`src/rtl/output_token_writer_pkg.sv`:
```
// Shared types and constants for the output token writer and its capture queue.
package output_token_writer_pkg;

    typedef enum logic [1:0] {
        IDLE  = 2'b00,
        WR_LO = 2'b01,
        WR_HI = 2'b10
    } state_t;

    localparam int unsigned DROP_MAX = 255;

    function automatic int unsigned log2_ceil(input int unsigned value);
        int unsigned r;
        r = 0;
        while ((64'd1 << r) < 64'(value)) r++;
        return r;
    endfunction

endpackage

```
`src/rtl/output_capture_queue.sv`:
```
// Circular capture queue of {result,status} pairs with push/pop/clear and an occupancy count.
module output_capture_queue
    import output_token_writer_pkg::*;
#(
    parameter int unsigned depth = 4,
    parameter int unsigned width = 64
) (
    input  logic                      clk,
    input  logic                      rst,
    input  logic                      clr,
    input  logic                      push,
    input  logic                      pop,
    input  logic [width-1:0]          push_data,
    output logic [width-1:0]          head,
    output logic [log2_ceil(depth):0] count,
    output logic                      full
);

    localparam int unsigned PW = log2_ceil(depth);
    localparam int unsigned CW = PW + 1;

    logic [width-1:0] mem [depth];
    logic [PW-1:0]    rd_ptr;
    logic [PW-1:0]    wr_ptr;

    assign head = mem[rd_ptr];
    assign full = (count == CW'(depth));

    // Pointers wrap naturally because depth is a power of two.
    always_ff @(posedge clk or posedge rst) begin
        if (rst) begin
            rd_ptr <= '0;
            wr_ptr <= '0;
            count  <= '0;
        end else if (clr) begin
            rd_ptr <= '0;
            wr_ptr <= '0;
            count  <= '0;
        end else begin
            if (push) wr_ptr <= wr_ptr + PW'(1);
            if (pop)  rd_ptr <= rd_ptr + PW'(1);
            if (push && !pop)      count <= count + CW'(1);
            else if (!push && pop) count <= count - CW'(1);
        end
    end

    always_ff @(posedge clk) begin
        if (push && !clr) mem[wr_ptr] <= push_data;
    end

endmodule

```
`src/rtl/output_token_writer.sv`:
```
// Serialises captured result/status pairs into lockstep low/high token writes to the output FIFOs.
module output_token_writer
    import output_token_writer_pkg::*;
#(
    parameter int unsigned word_size   = 16,
    parameter int unsigned queue_depth = 4,
    parameter int unsigned buffer_size = 1024
) (
    input  logic                   clk,
    input  logic                   rst,
    input  logic                   en_wr_in,
    input  logic [2*word_size-1:0] result_in,
    input  logic [2*word_size-1:0] status_in,
    input  logic                   clr_in,
    input  logic [word_size-1:0]   pop_out_fifo_result,
    input  logic [word_size-1:0]   pop_out_fifo_status,
    output logic                   wr_out_result,
    output logic [word_size-1:0]   data_out_result,
    output logic                   wr_out_status,
    output logic [word_size-1:0]   data_out_status,
    output logic                   ready_in,
    output logic                   idle,
    output logic                   overflow,
    output logic [7:0]             drop_count
);

    localparam int unsigned TW = 2 * word_size;
    localparam int unsigned CW = log2_ceil(queue_depth) + 1;
    localparam logic [word_size-1:0] BUF_LIM = word_size'(buffer_size);

    state_t          state;
    state_t          state_n;
    logic [CW-1:0]   count;
    logic [2*TW-1:0] head;
    logic            full;
    logic            push;
    logic            pop;
    logic            drop;
    logic            space;
    logic            wr;
    logic [TW-1:0]   hold_r;
    logic [TW-1:0]   hold_s;

    // A full queue drops the strobe even if the head is popped in the same cycle.
    assign push  = en_wr_in && !full && !clr_in;
    assign drop  = en_wr_in && full && !clr_in;
    assign space = (pop_out_fifo_result < BUF_LIM) && (pop_out_fifo_status < BUF_LIM);

    output_capture_queue #(
        .depth (queue_depth),
        .width (2 * TW)
    ) u_queue (
        .clk       (clk),
        .rst       (rst),
        .clr       (clr_in),
        .push      (push),
        .pop       (pop),
        .push_data ({result_in, status_in}),
        .head      (head),
        .count     (count),
        .full      (full)
    );

    always_ff @(posedge clk or posedge rst) begin
        if (rst) state <= IDLE;
        else     state <= state_n;
    end

    always_comb begin
        state_n         = state;
        pop             = 1'b0;
        wr              = 1'b0;
        data_out_result = '0;
        data_out_status = '0;
        case (state)
            IDLE: begin
                if (count != '0) begin
                    pop     = 1'b1;
                    state_n = WR_LO;
                end
            end
            WR_LO: begin
                wr              = space;
                data_out_result = hold_r[word_size-1:0];
                data_out_status = hold_s[word_size-1:0];
                if (space) state_n = WR_HI;
            end
            WR_HI: begin
                wr              = space;
                data_out_result = hold_r[TW-1:word_size];
                data_out_status = hold_s[TW-1:word_size];
                if (space) begin
                    if (count != '0) begin
                        pop     = 1'b1;
                        state_n = WR_LO;
                    end else begin
                        state_n = IDLE;
                    end
                end
            end
            default: state_n = IDLE;
        endcase
        if (clr_in) begin
            pop     = 1'b0;
            state_n = IDLE;
        end
    end

    always_ff @(posedge clk or posedge rst) begin
        if (rst) begin
            hold_r <= '0;
            hold_s <= '0;
        end else if (pop) begin
            hold_r <= head[2*TW-1:TW];
            hold_s <= head[TW-1:0];
        end
    end

    always_ff @(posedge clk or posedge rst) begin
        if (rst) begin
            overflow   <= 1'b0;
            drop_count <= '0;
        end else if (clr_in) begin
            overflow   <= 1'b0;
            drop_count <= '0;
        end else if (drop) begin
            overflow <= 1'b1;
            if (drop_count != 8'(DROP_MAX)) drop_count <= drop_count + 8'd1;
        end
    end

    assign wr_out_result = wr;
    assign wr_out_status = wr;
    assign ready_in      = !full;
    assign idle          = (state == IDLE) && (count == '0);

endmodule

```
`config.mk`:
```
export PLATFORM = sky130hd
export DESIGN_NAME = output_token_writer
export DESIGN_NICKNAME = d
export VERILOG_FILES = /design/src/rtl/output_token_writer_pkg.sv /design/src/rtl/output_capture_queue.sv /design/src/rtl/output_token_writer.sv
export SDC_FILE = /design/constraint.sdc
export NUM_CORES = 1
export LEC_CHECK = 0
export CAP_MARGIN = 40
export CORE_ASPECT_RATIO = 1.2
export CORE_MARGIN = 1
export CORE_UTILIZATION = 40
export CTS_CLUSTER_SIZE = 25
export DETAILED_ROUTE_END_ITERATION = 8
export DONT_BUFFER_PORTS = 1
export GPL_ROUTABILITY_DRIVEN = 0
export GPL_TIMING_DRIVEN = 0
export HOLD_SLACK_MARGIN = 0.06
export PLACE_DENSITY = 0.53
export SLEW_MARGIN = 15
export SYNTH_ARGS = -nofsm -noshare
export SYNTH_HDL_FRONTEND = slang
export SYNTH_HIERARCHICAL = 1
export SYNTH_SLANG_ARGS = --single-unit
```
`constraint.sdc`:
```
create_clock -name clk -period 6.4 [get_ports clk]
set_clock_uncertainty 0.05 [all_clocks]
set_input_delay 1.6 -clock clk [delete_from_list [all_inputs] [get_ports clk]]
set_output_delay 1.6 -clock clk [all_outputs]
set_load 0.005 [all_outputs]
```
# Word level (Yosys, flattened, before mapping)
# Memory sizes are Yosys's and may differ from the RTL's. A register that Yosys moved wholly into a read port is not among the register bits.
# Index checks and enable logic that the tools add are counted.
[word_totals]
mem_bits_rw = 256
register_bits = 18
out_inout_bits = 45
n_memories = 1
input_bits = 100
wordCells = 72
[op_classes]
n_reduce_logical = 24
eq_ne = 7
n_mux = 27
order_cmp = 2
add_sub_neg = 5
[mem_list]
columns = ["memory", "words", "word_bits", "rd", "rd_clocked_by_memory_dff", "write_ports", "line", "rtl"]
rows = [
  ["u_queue.mem", 4, 64, 1, 1, 1, "output_capture_queue.sv:22", "logic [width-1:0] mem [depth];"],
]
[ops]
columns = ["op", "n"]
rows = [
  ["$pmux W16 S2", 2],
  ["$lt A16 B11 Y1 const B", 2],
  ["$mux W8", 3],
  ["$mux W2", 8],
  ["$logic_and A1 B1 Y1", 9],
  ["$mux W1", 9],
  ["$mux W3", 3],
  ["$ne A3 B3 Y1 const B", 3],
  ["$add A8 B1 Y8 const B", 1],
  ["$ne A8 B8 Y1 const B", 1],
  ["$reduce_bool A2 Y1", 4],
  ["$pmux W2 S3", 1],
  ["$reduce_bool A3 Y1", 2],
  ["$add A2 B1 Y2 const B", 2],
  ["$logic_not A1 Y1", 4],
  ["$add A3 B1 Y3 const B", 1],
  ["$eq A3 B3 Y1 const B", 1],
  ["$logic_not A3 Y1", 1],
  ["$reduce_and A3 Y1", 1],
  ["$sub A3 B1 Y3 const B", 1],
  ["$eq A2 B1 Y1 const B", 1],
  ["$eq A2 B2 Y1 const B", 1],
  ["$logic_not A2 Y1", 1],
  ["$pmux W1 S2", 1],
  ["other kinds (2)", 2],
]

# Logic depth before layout (Yosys ltp)
# Gate-level depths: netlist of the first run.
[depth]
word_depth = 9
depth_mapped = 12
mapped_depth_nobuf = 9

# By module
# The synthesis of the first run kept the hierarchy.
[by_module_without_submodules]
columns = ["module", "area_each_um2", "n_inst", "seq_area_each_um2", "cells_per_inst"]
rows = [
  ["output_capture_queue", 9674.3, 1, 7862.5, 380],
  ["output_token_writer", 3606.0, 1, 1876.8, 290],
]

# Worst setup path after synthesis of the first run
# Ideal clock, no wire load.
[synth_timing]
kind = "input-to-reg"
startpoint = "in clr_in"
endpoint = "mem u_queue.mem[0][0] (enable)"
cell_stages = 4
required_ns = 5.921
path_buffers = 1
setup_time_ns = 0.429
setup_slack_ns = 2.243
arrival_ns = 3.678
cell_sequence = "nor3b_1 -> buf_2 -> nor2b_1 -> and2_1"
[synth_between]
elab_chain_len = 5
[synth_lines]
columns = ["item", "line", "rtl"]
rows = [
  ["from (decl)", "output_token_writer.sv:14", "input logic clr_in,"],
  ["$logic_not A1 Y1 *", "output_capture_queue.sv:48, output_token_writer.sv:45", ""],
  ["$logic_and A1 B1 Y1", "output_token_writer.sv:45", "assign push = en_wr_in && !full && !clr_in;"],
  ["$logic_and A1 B1 Y1 *", "output_capture_queue.sv:48", "if (push && !clr) mem[wr_ptr] <= push_data;"],
  ["$mux W1 *", "output_capture_queue.sv:48", ""],
  ["$mux W1 (not written as such) *", "output_capture_queue.sv:48", ""],
  ["to (decl)", "output_capture_queue.sv:22", ""],
]
# Mark *: on every way between the ends. The rest lies on a longest branch, timed or not.

# Worst setup path in the final report of the first run
[layout_timing]
startpoint = "reg state[1]"
endpoint = "out data_out_result[5]"
[layout_between]
elab_chain_len = 2
word_cells_on_any_way = 3
cone_classes = "2 x eq/ne; 1 x mux"
[layout_lines]
columns = ["item", "line", "rtl"]
rows = [
  ["from (decl)", "output_token_writer.sv:31", "state_t state;"],
  ["from (signal assigned)", "output_token_writer.sv:66", "else state <= state_n;"],
  ["$eq A2 B2 Y1 / $eq A2 B1 Y1 (equally long branches)", "output_token_writer.sv:75", "case (state)"],
  ["$pmux W16 S2 *", "output_token_writer.sv:75", ""],
  ["to (decl)", "output_token_writer.sv:18", "output logic [word_size-1:0] data_out_result,"],
]
# Marks and branches as above.

==> results of run 1 <==
==> layer usage <==
| layer | routed length (um) | vias up | track usage |
|---|---|---|---|
| li1 | - | 2739 | - |
| met1 | 10580 | 3235 | 0.2024 |
| met2 | 14590 | 178 | 0.2998 |
| met3 | 2565 | 28 | 0.05862 |
| met4 | 402 | 0 | 0.03929 |
| met5 | 0 | - | 0 |
==> through the flow <==
stage	cell area, um2	utilization
5_1_grt	15120	0.4663
4_1_cts	15120	0.4663
6_report	15130	0.4664
3_5_place_dp	13930	0.4296
2_1_floorplan	13280	-
3_3_place_gp	13790	0.4252
==> how the worst min path moves through the flow <==
stage,from,endpoint,slack [ns]
5_1_grt,hold_r[25],hold_r[25],0.45
6_report,hold_r[25],hold_r[25],0.44
3_5_place_dp,hold_r[25],hold_r[25],0.43
2_1_floorplan,hold_r[22],hold_r[22],0.41
3_3_place_gp,hold_s[4],hold_s[4],0.42
4_1_cts,hold_r[25],hold_r[25],0.44
==> sequential cells by signal (all words and copies together) (netlist names) <==
name and cells:
state 2, overflow 1, hold_r 32, drop_count 8, u_queue/rd_ptr 2, u_queue/mem 256
u_queue/count 3, hold_s 32, u_queue/wr_ptr 2
==> cells by family after synthesis <==
logic type	Yosys count	share of synthesized area
simple gates	87	0.03938
fa+ha+maj	10	0.009987
flops	338	0.7334
buf+inv	46	0.02054
xor+xnor	6	0.003957
mux	132	0.1658
compound gates	51	0.02694
==> where the power goes <==
part	internal, mW	total [mW]	leakage (nW)	switching (mW)
clock	1.29	2.09	0.583	0.800
sequential	2.64	2.82	3.31	0.174
combinational	0.636	1.23	1.12	0.592
==> cell usage in the layout (no fill, tap or decap), drive strengths merged, types with 4 or more instances in the layout <==
cell	count
edfxtp	256
dfrtp	82
mux4	64
mux2	64
clkbuf	56
nor2b	35
a22oi	32
buf	27
clkinv	16
nor2	13
inv	10
ha	9
nand2	6
bufinv	6
and2	6
o21ai	5
a21oi	5
mux2i	4
xnor2	4
nor3	4
==> worst max-delay path, delay by kind of cell (launching register included) <==
kind            cells  cell delay [ns]
flops               1             0.43
simple gates        1             0.28
buf+inv             3             1.04
compound gates      1             0.21
fa+ha+maj           1             0.14
==> cell type report <==
cell class                 instances  area, um2  area share
clock inverter                    22      246.5     0.01630
clock buffer                      42      944.7     0.06245
multi-input combinational        286       3278      0.2167
inverter                          10      40.04    0.002647
buffer                            36      235.2     0.01555
timing repair buffer               5      130.1    0.008603
antenna                            1      2.502   0.0001654
tap                              407      509.2     0.03367
sequential                       338       9739      0.6439
==> flow_summary.json, run 1 <==
{
  "grt_max_degree": 42,
  "maxCapViolations": 0,
  "ant_nets": 0,
  "hp-class": "reg -> reg",
  "wl_per_cell_um": 24.53,
  "stdcell_count": 1147,
  "cts_root_buffer": "clkbuf_16",
  "power_density_nw_per_um2": 405.7,
  "drt_iter0_drc": 378,
  "yosys-top-cells-area": "edfxtp_1 (58%), dfrtp_1 (15%), mux4_2 (11%), mux2_1 (4.2%), a22oi_1 (1.8%)",
  "hold_slack_ns": 0.4363,
  "p_leak_nw": 5.015,
  "hpwl_mm": 18.90,
  "r2r_slack_ns": 3.22,
  "synth_edf_count": 256,
  "status": "finished clean",
  "cp_max_fo": 10,
  "dieArea_um2": 33940,
  "synth.distinct_cells": 40,
  "synthArstFlopShare": 0.2426,
  "setup.worst_path.end": "data_out_result[5]",
  "place_worst_setup_slack_ns": 2.278,
  "via_per_inst": 5.388,
  "period_needed_ns": 4.253,
  "slew_headroom": 0.5390,
  "endpoint_kind": "output port",
  "num_vias": 6180,
  "hold_viol_final": 0,
  "clockBufferDepth": 3,
  "rsz0062_at_grt": "no",
  "worst_pin_slew_ns": 0.6915,
  "slowest_delay_ns": 0.55,
  "clock_latency_ns": 0.50,
  "ios": 145,
  "min_period_over_period": 0.6645,
  "route.detailed.drc": 0,
  "crit_start": "state[1]",
  "cts_tree": "built",
  "yosys.cell_count.top_type": "edfxtp_1",
  "fin_setup_tns_ns": 0,
  "peakVddDrop_uv": 241.4,
  "setup_slack_ns": 2.147,
  "cts_sinks": 338,
  "fill_cells": 2733,
  "fin_nets": 823,
  "rr_endpoint": "u_queue/count[2]",
  "cts_resized": 0,
  "clkTransAtPathRegs_ns": 0.06,
  "syn_avg_cell_area_um2": 19.82,
  "post_cts_buffers": 0,
  "cp.arrival_ns": 2.60,
  "ys_seq_area_frac": 0.7334,
  "die_h_um": 201.6,
  "dr.pass1.iters": 4,
  "syn2layout_area_growth_pct": 13.90,
  "r2r_cells": 12,
  "synth_top_area_cell": "edfxtp_1",
  "grt_pass1_wl_mm": 42.30,
  "synth_cells": 670,
  "die_w_um": 168.3,
  "grt-ovfl-total": 0,
  "drive_above_1_share": 0.2219,
  "yosysWarnings": 6,
  "h-tree-depth": 2,
  "setup_violations": 0,
  "start_kind": "register",
  "holdPathStages": 1,
  "r2r_start": "state[0]",
  "numCtsBuffers": 36,
  "wl_mm": 28.14,
  "ctsHoldBuffers": 0,
  "synth_ff_type": "edfxtp_1",
  "grt_pass1_vias": 6851,
  "initial_utilization": 0.4095,
  "crit_slowest_cell": "clkbuf_1",
  "crit_chain": "inv_1 -> ha_1 -> clkbuf_1 -> clkbuf_1 -> a22oi_1 -> nor2b_1",
  "worstPathRequired_ns": 4.75,
  "synth.net_count": 780,
  "worst_path_most_repeated_cell": "clkbuf_1",
  "coreArea_um2": 32430,
  "core.rowCount": 72,
  "port_buffers": 0,
  "antenna_found_initial": 0,
  "synth.top_cell.area_share": 0.5789,
  "post-place-cells": 1082,
  "ys_ff_latch": 338,
  "slew_violations": 0,
  "track_usage": 0.1713,
  "synth_area_um2": 13280,
  "p_total_mw": 6.136,
  "fmax_ghz": 0.2352,
  "critPathKind": "reg -> out",
  "yosys-top-cells-count": "edfxtp_1 (256), dfrtp_1 (82), mux4_2 (64)"
}
(Power assumes the default switching activity.)
==> run 2, diff against run 1 <==
==> constraint.sdc (replaced) <==
create_clock -name clk -period 4.2 [get_ports clk]
set_clock_uncertainty 0.05 [all_clocks]
set_input_delay 1.05 -clock clk [delete_from_list [all_inputs] [get_ports clk]]
set_output_delay 1.05 -clock clk [all_outputs]
set_load 0.005 [all_outputs]
==> results of run 2 <==
Same layout as run 1 (identical final DEF). Status: finished clean.
Among the figures that moved: setup slack after placement 2.278 ns -> 0.7114 ns; setup slack after layout 2.147 ns -> 0.4974 ns; hold slack 0.4363 ns -> 0.3114 ns; register-to-register setup slack 3.22 ns -> 1.02 ns; total power 6.136 mW -> 9.350 mW; worst IR drop on VDD 241.4 uV -> 367.8 uV
==> run 3, diff against run 2 <==
==> constraint.sdc (replaced) <==
create_clock -name clk -period 4.05 [get_ports clk]
set_clock_uncertainty 0.05 [all_clocks]
set_input_delay 1.0125 -clock clk [delete_from_list [all_inputs] [get_ports clk]]
set_output_delay 1.0125 -clock clk [all_outputs]
set_load 0.005 [all_outputs]
==> results of run 3 <==
Same layout as run 1 (identical final DEF). Status: finished clean.
Among the figures that moved: setup slack after placement 2.278 ns -> 0.5989 ns; setup slack after layout 2.147 ns -> 0.3849 ns; hold slack 0.4363 ns -> 0.2739 ns; register-to-register setup slack 3.22 ns -> 0.87 ns; total power 6.136 mW -> 9.697 mW; worst IR drop on VDD 241.4 uV -> 381.4 uV
